===== config.mk =====
export PLATFORM = sky130hd
export DESIGN_NAME = seq_lock_prm
export DESIGN_NICKNAME = d
export VERILOG_FILES = /design/src/rtl/seq_lock_prm.sv
export SDC_FILE = /design/constraint.sdc
export NUM_CORES = 1
export LEC_CHECK = 0
export BUFFER_PORTS_ARGS = -buffer_cell sky130_fd_sc_hd__buf_2
export CORE_MARGIN = 2
export CORE_UTILIZATION = 47
export DETAILED_ROUTE_END_ITERATION = 16
export SYNTH_ARGS = -nofsm -noshare
export SYNTH_HDL_FRONTEND = slang
export SYNTH_SLANG_ARGS = --single-unit

===== constraint.sdc =====
create_clock -name clk -period 2.7 [get_ports clk]
set_input_delay 0.54 -clock clk [delete_from_list [all_inputs] [get_ports clk]]
set_output_delay 0.54 -clock clk [all_outputs]
set_load 0.05 [all_outputs]

===== src/rtl/seq_lock_prm.sv =====
// Serial code lock with programmable code, failure counting and timed lockout.
// Bits arrive MSB first; a verdict is only given once a full code has been entered.
module seq_lock_prm #(
    parameter int unsigned CODE_LEN = 6,
    parameter logic [CODE_LEN-1:0] CODE_DEFAULT = 6'b101100,
    parameter int unsigned MAX_FAIL = 3,
    parameter int unsigned LOCKOUT_CYC = 16,
    parameter int unsigned UNLOCK_CYC = 8
) (
    input  logic clk,
    input  logic clear,
    input  logic b_in,
    input  logic b_valid,
    input  logic prog_en,
    input  logic relock,
    output logic unlock,
    output logic locked_out,
    output logic [$clog2(MAX_FAIL+1)-1:0] fail_cnt
);

    localparam int unsigned FW = $clog2(MAX_FAIL + 1);
    localparam int unsigned IW = $clog2(CODE_LEN);
    localparam int unsigned TMAX = (LOCKOUT_CYC > UNLOCK_CYC) ? LOCKOUT_CYC : UNLOCK_CYC;
    localparam int unsigned TW = (TMAX > 1) ? $clog2(TMAX) : 1;

    typedef enum logic [1:0] {
        S_ENTRY,
        S_UNLOCKED,
        S_PROGRAM,
        S_LOCKOUT
    } state_e;

    state_e              state_q;
    logic [CODE_LEN-1:0] code_q;
    logic [CODE_LEN-2:0] shadow_q;
    logic [IW-1:0]       idx_q;
    logic                err_q;
    logic [FW-1:0]       fail_q;
    logic [TW-1:0]       timer_q;
    logic                unlock_q;
    logic                lockout_q;

    logic [IW-1:0]       bit_sel;
    logic                err_d;
    logic [FW-1:0]       fail_d;
    logic [CODE_LEN-1:0] shadow_d;
    logic                last_bit;

    always_comb begin
        bit_sel  = IW'(CODE_LEN - 1) - idx_q;
        err_d    = err_q | (b_in ^ code_q[bit_sel]);
        fail_d   = (fail_q == FW'(MAX_FAIL)) ? fail_q : fail_q + 1'b1;
        shadow_d = {shadow_q, b_in};
        last_bit = (idx_q == IW'(CODE_LEN - 1));
    end

    always_ff @(posedge clk) begin
        if (clear) begin
            state_q   <= S_ENTRY;
            code_q    <= CODE_DEFAULT;
            shadow_q  <= '0;
            idx_q     <= '0;
            err_q     <= 1'b0;
            fail_q    <= '0;
            timer_q   <= '0;
            unlock_q  <= 1'b0;
            lockout_q <= 1'b0;
        end else begin
            unique case (state_q)
                S_ENTRY: begin
                    if (b_valid) begin
                        if (last_bit) begin
                            idx_q <= '0;
                            err_q <= 1'b0;
                            if (!err_d) begin
                                state_q  <= S_UNLOCKED;
                                fail_q   <= '0;
                                timer_q  <= '0;
                                unlock_q <= 1'b1;
                            end else begin
                                fail_q <= fail_d;
                                if (fail_d == FW'(MAX_FAIL)) begin
                                    state_q   <= S_LOCKOUT;
                                    timer_q   <= '0;
                                    lockout_q <= 1'b1;
                                end
                            end
                        end else begin
                            idx_q <= idx_q + 1'b1;
                            err_q <= err_d;
                        end
                    end
                end
                S_UNLOCKED: begin
                    // relock wins over prog_en on the same cycle
                    if (relock) begin
                        state_q  <= S_ENTRY;
                        unlock_q <= 1'b0;
                    end else if (prog_en) begin
                        state_q  <= S_PROGRAM;
                        unlock_q <= 1'b0;
                        idx_q    <= '0;
                    end else if (timer_q == TW'(UNLOCK_CYC - 1)) begin
                        state_q  <= S_ENTRY;
                        unlock_q <= 1'b0;
                    end else begin
                        timer_q <= timer_q + 1'b1;
                    end
                end
                S_PROGRAM: begin
                    if (relock) begin
                        state_q <= S_ENTRY;
                        idx_q   <= '0;
                    end else if (b_valid) begin
                        shadow_q <= shadow_d[CODE_LEN-2:0];
                        if (last_bit) begin
                            code_q  <= shadow_d;
                            idx_q   <= '0;
                            state_q <= S_ENTRY;
                        end else begin
                            idx_q <= idx_q + 1'b1;
                        end
                    end
                end
                S_LOCKOUT: begin
                    if (timer_q == TW'(LOCKOUT_CYC - 1)) begin
                        state_q   <= S_ENTRY;
                        lockout_q <= 1'b0;
                        fail_q    <= '0;
                    end else begin
                        timer_q <= timer_q + 1'b1;
                    end
                end
            endcase
        end
    end

    assign unlock     = unlock_q;
    assign locked_out = lockout_q;
    assign fail_cnt   = fail_q;

endmodule


After elaboration in Yosys (flattened, before gate mapping)
Cells that the tools add are included.
{"block": "op_classes", "muxes": 48, "bitwise_logic": 3, "n_addsub": 4, "eq_ne": 23, "n_reduce_logical": 14, "magnitude_cmp": 1}
{"cell": "$mux 4", "count": 8}
{"cell": "$mux 2", "count": 15}
{"cell": "$ne 2x2->1 const B", "count": 11}
{"cell": "$mux 3", "count": 5}
{"cell": "$mux 1", "count": 13}
{"cell": "$pmux 4 s3", "count": 1}
{"cell": "$ne 3x3->1 const B", "count": 3}
{"cell": "$pmux 3 s3", "count": 1}
{"cell": "$eq 2x2->1 const B", "count": 4}
{"cell": "$pmux 2 s4", "count": 1}
{"cell": "$reduce_and 4->1", "count": 2}
{"cell": "$reduce_and 8->1", "count": 1}
{"cell": "$reduce_and 7->1", "count": 1}
{"cell": "$reduce_and 3->1", "count": 2}
{"cell": "$reduce_and 6->1", "count": 1}
{"cell": "$reduce_bool 3->1", "count": 2}
{"cell": "$reduce_and 5->1", "count": 1}
{"cell": "$add 4x1->4 const B", "count": 1}
{"cell": "$eq 4x3->1 const B", "count": 1}
{"cell": "$eq 4x4->1 const B", "count": 1}
{"cell": "$lt 3x4->1 const B", "count": 1}
{"cell": "$ne 4x4->1 const B", "count": 1}
{"cell": "$pmux 1 s2", "count": 2}
{"cell": "$pmux 2 s2", "count": 1}
{"cell": "other kinds (12)", "count": 13}
{"block": "word_totals", "inputBits": 6, "ff_bits": 25, "wordCells": 102, "output_inout_bits": 4}

Logic depth before layout (Yosys ltp)
{"block": "depth", "depth_word": 9, "depth_mapped": 9}

Least setup slack after synthesis
OpenSTA, ideal clock, no wires.
{"block": "synth_path", "kind": "reg2reg", "start": "register idx_q[1]", "end": "register timer_q[3]", "path_buffers": 0, "t_arrival_ns": 2.382, "setup_slack_ns": 0.223, "synth_period_minus_slack_ns": 2.477, "stages_incl_launch_ff": 9, "setup_ns": 0.096, "cell_sequence": "dfxtp_1 -> inv_1 -> ha_1 -> mux2_2 -> a222oi_1 -> xnor2_1 -> o41ai_4 -> o21ai_2 -> o41ai_2"}
{"block": "synth_via", "elab_chain_cells": 9, "word_cells_on_any_way": 13}
{"item": "start, declared", "line": "36", "source": "logic [IW-1:0] idx_q;"}
{"item": "start signal, assigned", "line": "89", "source": "idx_q <= idx_q + 1'b1;"}
{"item": "start signal, assigned", "line": "121", "source": "idx_q <= idx_q + 1'b1;"}
{"item": "$sub 3x3->3", "line": "50", "source": "bit_sel = IW'(CODE_LEN - 1) - idx_q;"}
{"item": "$bmux 1 s3", "line": "51", "source": "err_d = err_q | (b_in ^ code_q[bit_sel]);"}
{"item": "$mux 1 (implied by the code)", "line": "51"}
{"item": "$xor 1x1->1", "line": "51"}
{"item": "$or 1x1->1", "line": "51"}
{"item": "$mux 4", "line": "75", "source": "if (!err_d) begin"}
{"item": "$mux 4", "line": "72", "source": "if (last_bit) begin"}
{"item": "$mux 4", "line": "71", "source": "if (b_valid) begin"}
{"item": "$pmux 4 s3", "line": "69", "source": "unique case (state_q)"}
{"item": "end signal, assigned", "line": "107", "source": "timer_q <= timer_q + 1'b1;"}
{"item": "end signal, assigned", "line": "131", "source": "timer_q <= timer_q + 1'b1;"}
{"item": "end, declared", "line": "39", "source": "logic [TW-1:0] timer_q;"}
Parallel ways exist; a longest one is shown, timed or not. The select of a mux whose other input is x is not followed.
A chain may end at the register's enable or synchronous reset.

Final worst setup path
{"block": "layout_path", "start": "register idx_q[1]", "end": "register lockout_q (netlist: locked_out)"}
{"block": "layout_via", "elab_chain_cells": 7, "word_cells_on_any_way": 9}
{"item": "$sub 3x3->3", "line": "50"}
{"item": "$bmux 1 s3", "line": "51"}
{"item": "$mux 1 (implied by the code)", "line": "51"}
{"item": "$xor 1x1->1", "line": "51"}
{"item": "$or 1x1->1", "line": "51"}
{"item": "$ne 2x2->1 (no line)"}
{"item": "$reduce_and 6->1 (no line) (*)"}
{"item": "end signal, assigned", "line": "67", "source": "lockout_q <= 1'b0;"}
{"item": "end signal, assigned", "line": "85", "source": "lockout_q <= 1'b1;"}
{"item": "end signal, assigned", "line": "128", "source": "lockout_q <= 1'b0;"}
{"item": "end, declared", "line": "41", "source": "logic lockout_q;"}
Mark *: on every way between the ends. The rest lies on a longest branch, timed or not. The select of a mux whose other input is x is not followed.

==> reports/results.md <==
Run status
* **result of the run** finished, final reports clean

Clock tree
* **number of hold buffers added after CTS** 0
* **post-CTS clock slew at the launch and capture registers of the worst setup and hold paths** 0.15 ns
* **Inserted Clock Buffers** 3
* **clock tree from TritonCTS** built
* **Clock Sink Count** 25
* **clock root buffer** sky130_fd_sc_hd__clkbuf_4
* **maximum level of the CTS H-tree** 1
* **Skew-Pair Late Insertion Delay** 0.32 ns
* **buffers inserted during post-CTS setup optimization** 0
* **Resize count post-CTS** 0
* **buffer levels on the longest clock path** 2

Die
* **core area** 2780 µm²
* **floorplan row count** 19
* **area enclosed by the die boundary** 3420 µm²
* **floorplan die height** 58.5 µm
* **die extent in x** 58.5 µm
* **I/O pin cnt** 10
* **effective utilization at floorplan** 50.2%

Synth
* **Post-Synthesis Net Count** 177
* **synthesized area divided by synthesized cell count** 8.62 µm²
* **cell area after technology mapping** 1400 µm²
* **async set or reset register ratio after synthesis** 0%
* **sequential-to-total area share from yosys stat** 35.8%
* **Synth Register Bits** 25
* **number of enable-type register cells in the synthesized netlist** 0
* **Distinct cells, synth** 42
* **count of mapped cells out of synthesis** 162
* **primary flip-flop cell chosen by synthesis mapping** sky130_fd_sc_hd__dfxtp_1
* **Syn. warnings** 0

Power
* **internal power of the cells** 610 µW
* **switching share of total power** 38.6%
* **highest ir drop seen on vdd** 0.000452 V
* **sequential share of power** 43.4%
* **clock network fraction of total power** 17.6%
* **leakage power figure** 0.573 nW
* **Logic pwr share** 39.0%
* **Psw** 384 µW
* **Cell Pwr Density** 652 nW/µm²

Finish
* **total inserted antenna cells** 0
* **number of nets in the final layout** 191
* **Synth-to-Final Area Change** 9.23%
* **fill cell instance count of the final layout** 269
* **ratio of cells with drive above 1 in the final layout** 14.9%
* **Post-Layout Inst Area** 1530 µm²

Timing
* **Final Skew** 0.00971 ns
* **number of endpoints with negative hold slack in the final report** 0
* **Max Clk Rate** 388 MHz
* **ratio of final minimum period to clock period** 95.5%
* **relative slew slack** 57.7%
* **max-slew violations** 0
* **sum of negative setup slack** 0 ns
* **Slew @ Worst Pin** 0.629 ns
* **total setup violations reported at the end of the flow** 0
* **fin crit period** 2.58 ns
* **setup repair after global routing missed its margin** false

Route
* **Avg WL per Cell** 13.9 µm
* **total detailed-routing wirelength** 2870 µm
* **iteration count of the initial detailed-routing pass** 4
* **starting DRC count in detailed routing** 65
* **via density per instance** 5.91
* **number of nets with antenna violations after routing** 0
* **drt drc** 0
* **vias** 1,217

Placed design
* **post-detail-place hpwl** 2150 µm
* **Port Buf Inserts** 9
* **Final Wtd Congestion** 0.840
* **total placed instance area** 1490 µm²

Critical path
* **setup slack, reg-to-reg** 0.12 ns
* **CP startpoint kind** flip-flop
* **highest fanout seen on the critical path** 6
* **nature of the critical path endpoint** flip-flop
* **critical path class** flip-flop to flip-flop
* **Data required, critical path** 2.97 ns
* **end of the worst register-to-register path** locked_out
* **reg-to-reg startpoint** idx_q[1]
* **R2R depth** 8
* **worst path arrival time** 2.85 ns

Hold path
* **Worst Hold End** shadow_q[4]
* **hold-critical path depth** 2
* **critical hold path startpoint** shadow_q[4]
* **HP Class** flip-flop to flip-flop

Global route
* **GRT overflow** 0
* **global-route usage over all layers** 18.8%
* **pin count of the biggest net entering global routing** 23
* **first-pass GRT wire length** 4970 µm
* **vias in the first global route** 1,067
* **antenna violations before repair** 0

Run
* **max-capacitance violation count** 0

-- synthesized netlist by cell type, types with 3 or more instances --
cell	n	area share (%)
sky130_fd_sc_hd__nand3_1	12	4.3
sky130_fd_sc_hd__nand2_1	17	4.6
sky130_fd_sc_hd__inv_1	9	2.4
sky130_fd_sc_hd__o21ai_0	7	2.5
sky130_fd_sc_hd__nor2b_1	4	1.8
sky130_fd_sc_hd__mux2_2	3	2.4
sky130_fd_sc_hd__dfxtp_1	25	36
sky130_fd_sc_hd__or3_1	3	1.3
sky130_fd_sc_hd__nor2_1	17	4.6
sky130_fd_sc_hd__a21oi_1	10	3.6
sky130_fd_sc_hd__mux2i_1	10	7.2
sky130_fd_sc_hd__ha_1	9	8.1
-- registers in the layout (all words and copies together), names as in the netlist --
register,flops
code_q,6
err_q,1
fail_cnt,2
idx_q,3
locked_out,1
shadow_q,5
state_q,2
timer_q,4
unlock,1
-- worst max-delay path, stage by stage (launching register included) --
cell and delay [ns]:
sky130_fd_sc_hd__dfxtp_1 0.36, sky130_fd_sc_hd__inv_1 0.05, sky130_fd_sc_hd__ha_1 0.31, sky130_fd_sc_hd__mux2_2 0.34, sky130_fd_sc_hd__a222oi_1 0.31, sky130_fd_sc_hd__xnor2_1 0.35, sky130_fd_sc_hd__o21ai_0 0.20, sky130_fd_sc_hd__a2111oi_0 0.44
sky130_fd_sc_hd__a31o_2 0.16
-- cell families (layout without fill, tap and decap cells) --
logic type / after synthesis / count (layout) / share of synthesized area (%)
buf+inv: 14 / 27 / 4.03
xor+xnor: 2 / 2 / 1.25
compound gates: 36 / 36 / 19.6
mux: 14 / 14 / 10.4
flops: 25 / 25 / 35.8
fa+ha+maj: 9 / 9 / 8.06
simple gates: 62 / 62 / 20.8
-- how the worst max path moves through the flow --
stage / from / end / slack (ns) / depth (start not counted)
after detailed placement: idx_q[1] / timer_q[3] / 0.09 / 8
after floorplan: idx_q[1] / timer_q[3] / 0.22 / 8
after global placement: idx_q[1] / timer_q[3] / 0.19 / 8
after CTS: idx_q[1] / timer_q[3] / 0.05 / 8
after global routing: idx_q[1] / locked_out / 0.02 / 8
final: idx_q[1] / locked_out / 0.12 / 8
-- cells in the final DEF (no fill, tap or decap), types with 2 or more instances in the layout --
master                      instances
sky130_fd_sc_hd__dfxtp_1           25
sky130_fd_sc_hd__a21oi_1           10
sky130_fd_sc_hd__o21ai_0            7
sky130_fd_sc_hd__nand3_1           12
sky130_fd_sc_hd__nand2b_1           2
sky130_fd_sc_hd__buf_2              9
sky130_fd_sc_hd__buf_4              5
sky130_fd_sc_hd__a2111oi_0          2
sky130_fd_sc_hd__or3_1              3
sky130_fd_sc_hd__nand2_1           17
sky130_fd_sc_hd__mux2_2             3
sky130_fd_sc_hd__nor2_1            17
sky130_fd_sc_hd__a211o_1            2
sky130_fd_sc_hd__clkbuf_4           3
sky130_fd_sc_hd__nor3_1             2
sky130_fd_sc_hd__mux2i_1           10
sky130_fd_sc_hd__inv_1              9
sky130_fd_sc_hd__ha_1               9
sky130_fd_sc_hd__nor2b_1            4
-- metal layers --
metal / wire [µm] / track usage, % / vias to the layer above
li1: - / - / 607
met2: 1240 / 28.1 / 24
met5: 0 / 0 / -
met4: 33 / 6.31 / 0
met3: 99 / 2.20 / 4
met1: 1500 / 28.0 / 582
-- per-stage QoR --
step                worst slack (ns)  power, mW  utilization, %  cells  hold WS [ns]
floorplan                      0.223      0.724               -    162         0.434
global placement               0.188      0.802            53.5    201         0.455
detailed placement            0.0863      0.814            53.5    201         0.453
CTS                           0.0505      0.987            54.6    205         0.472
global route                  0.0200       1.06            54.8    206         0.489
finish                         0.121      0.994            54.8    206         0.470
-- power groups by stage --
stage / combinational [mW] / clock, mW / sequential, mW
2_1_floorplan: 0.285 / 0 / 0.440
3_3_place_gp: 0.365 / 0 / 0.437
3_5_place_dp: 0.375 / 0 / 0.439
4_1_cts: 0.377 / 0.179 / 0.431
5_1_grt: 0.430 / 0.196 / 0.437
6_report: 0.388 / 0.175 / 0.431
-- area by class of cell --
type	instances	area, µm²	area share (%)
Clock buffer	3	22.5	1.48
Clock inverter	1	7.51	0.492
Tap cell	31	38.8	2.54
Inverter	9	33.8	2.21
Multi-Input combinational cell	123	840	55.0
Timing Repair Buffer	14	82.6	5.41
Sequential cell	25	500	32.8
No activity file was read; power rests on OpenSTA's default activity.
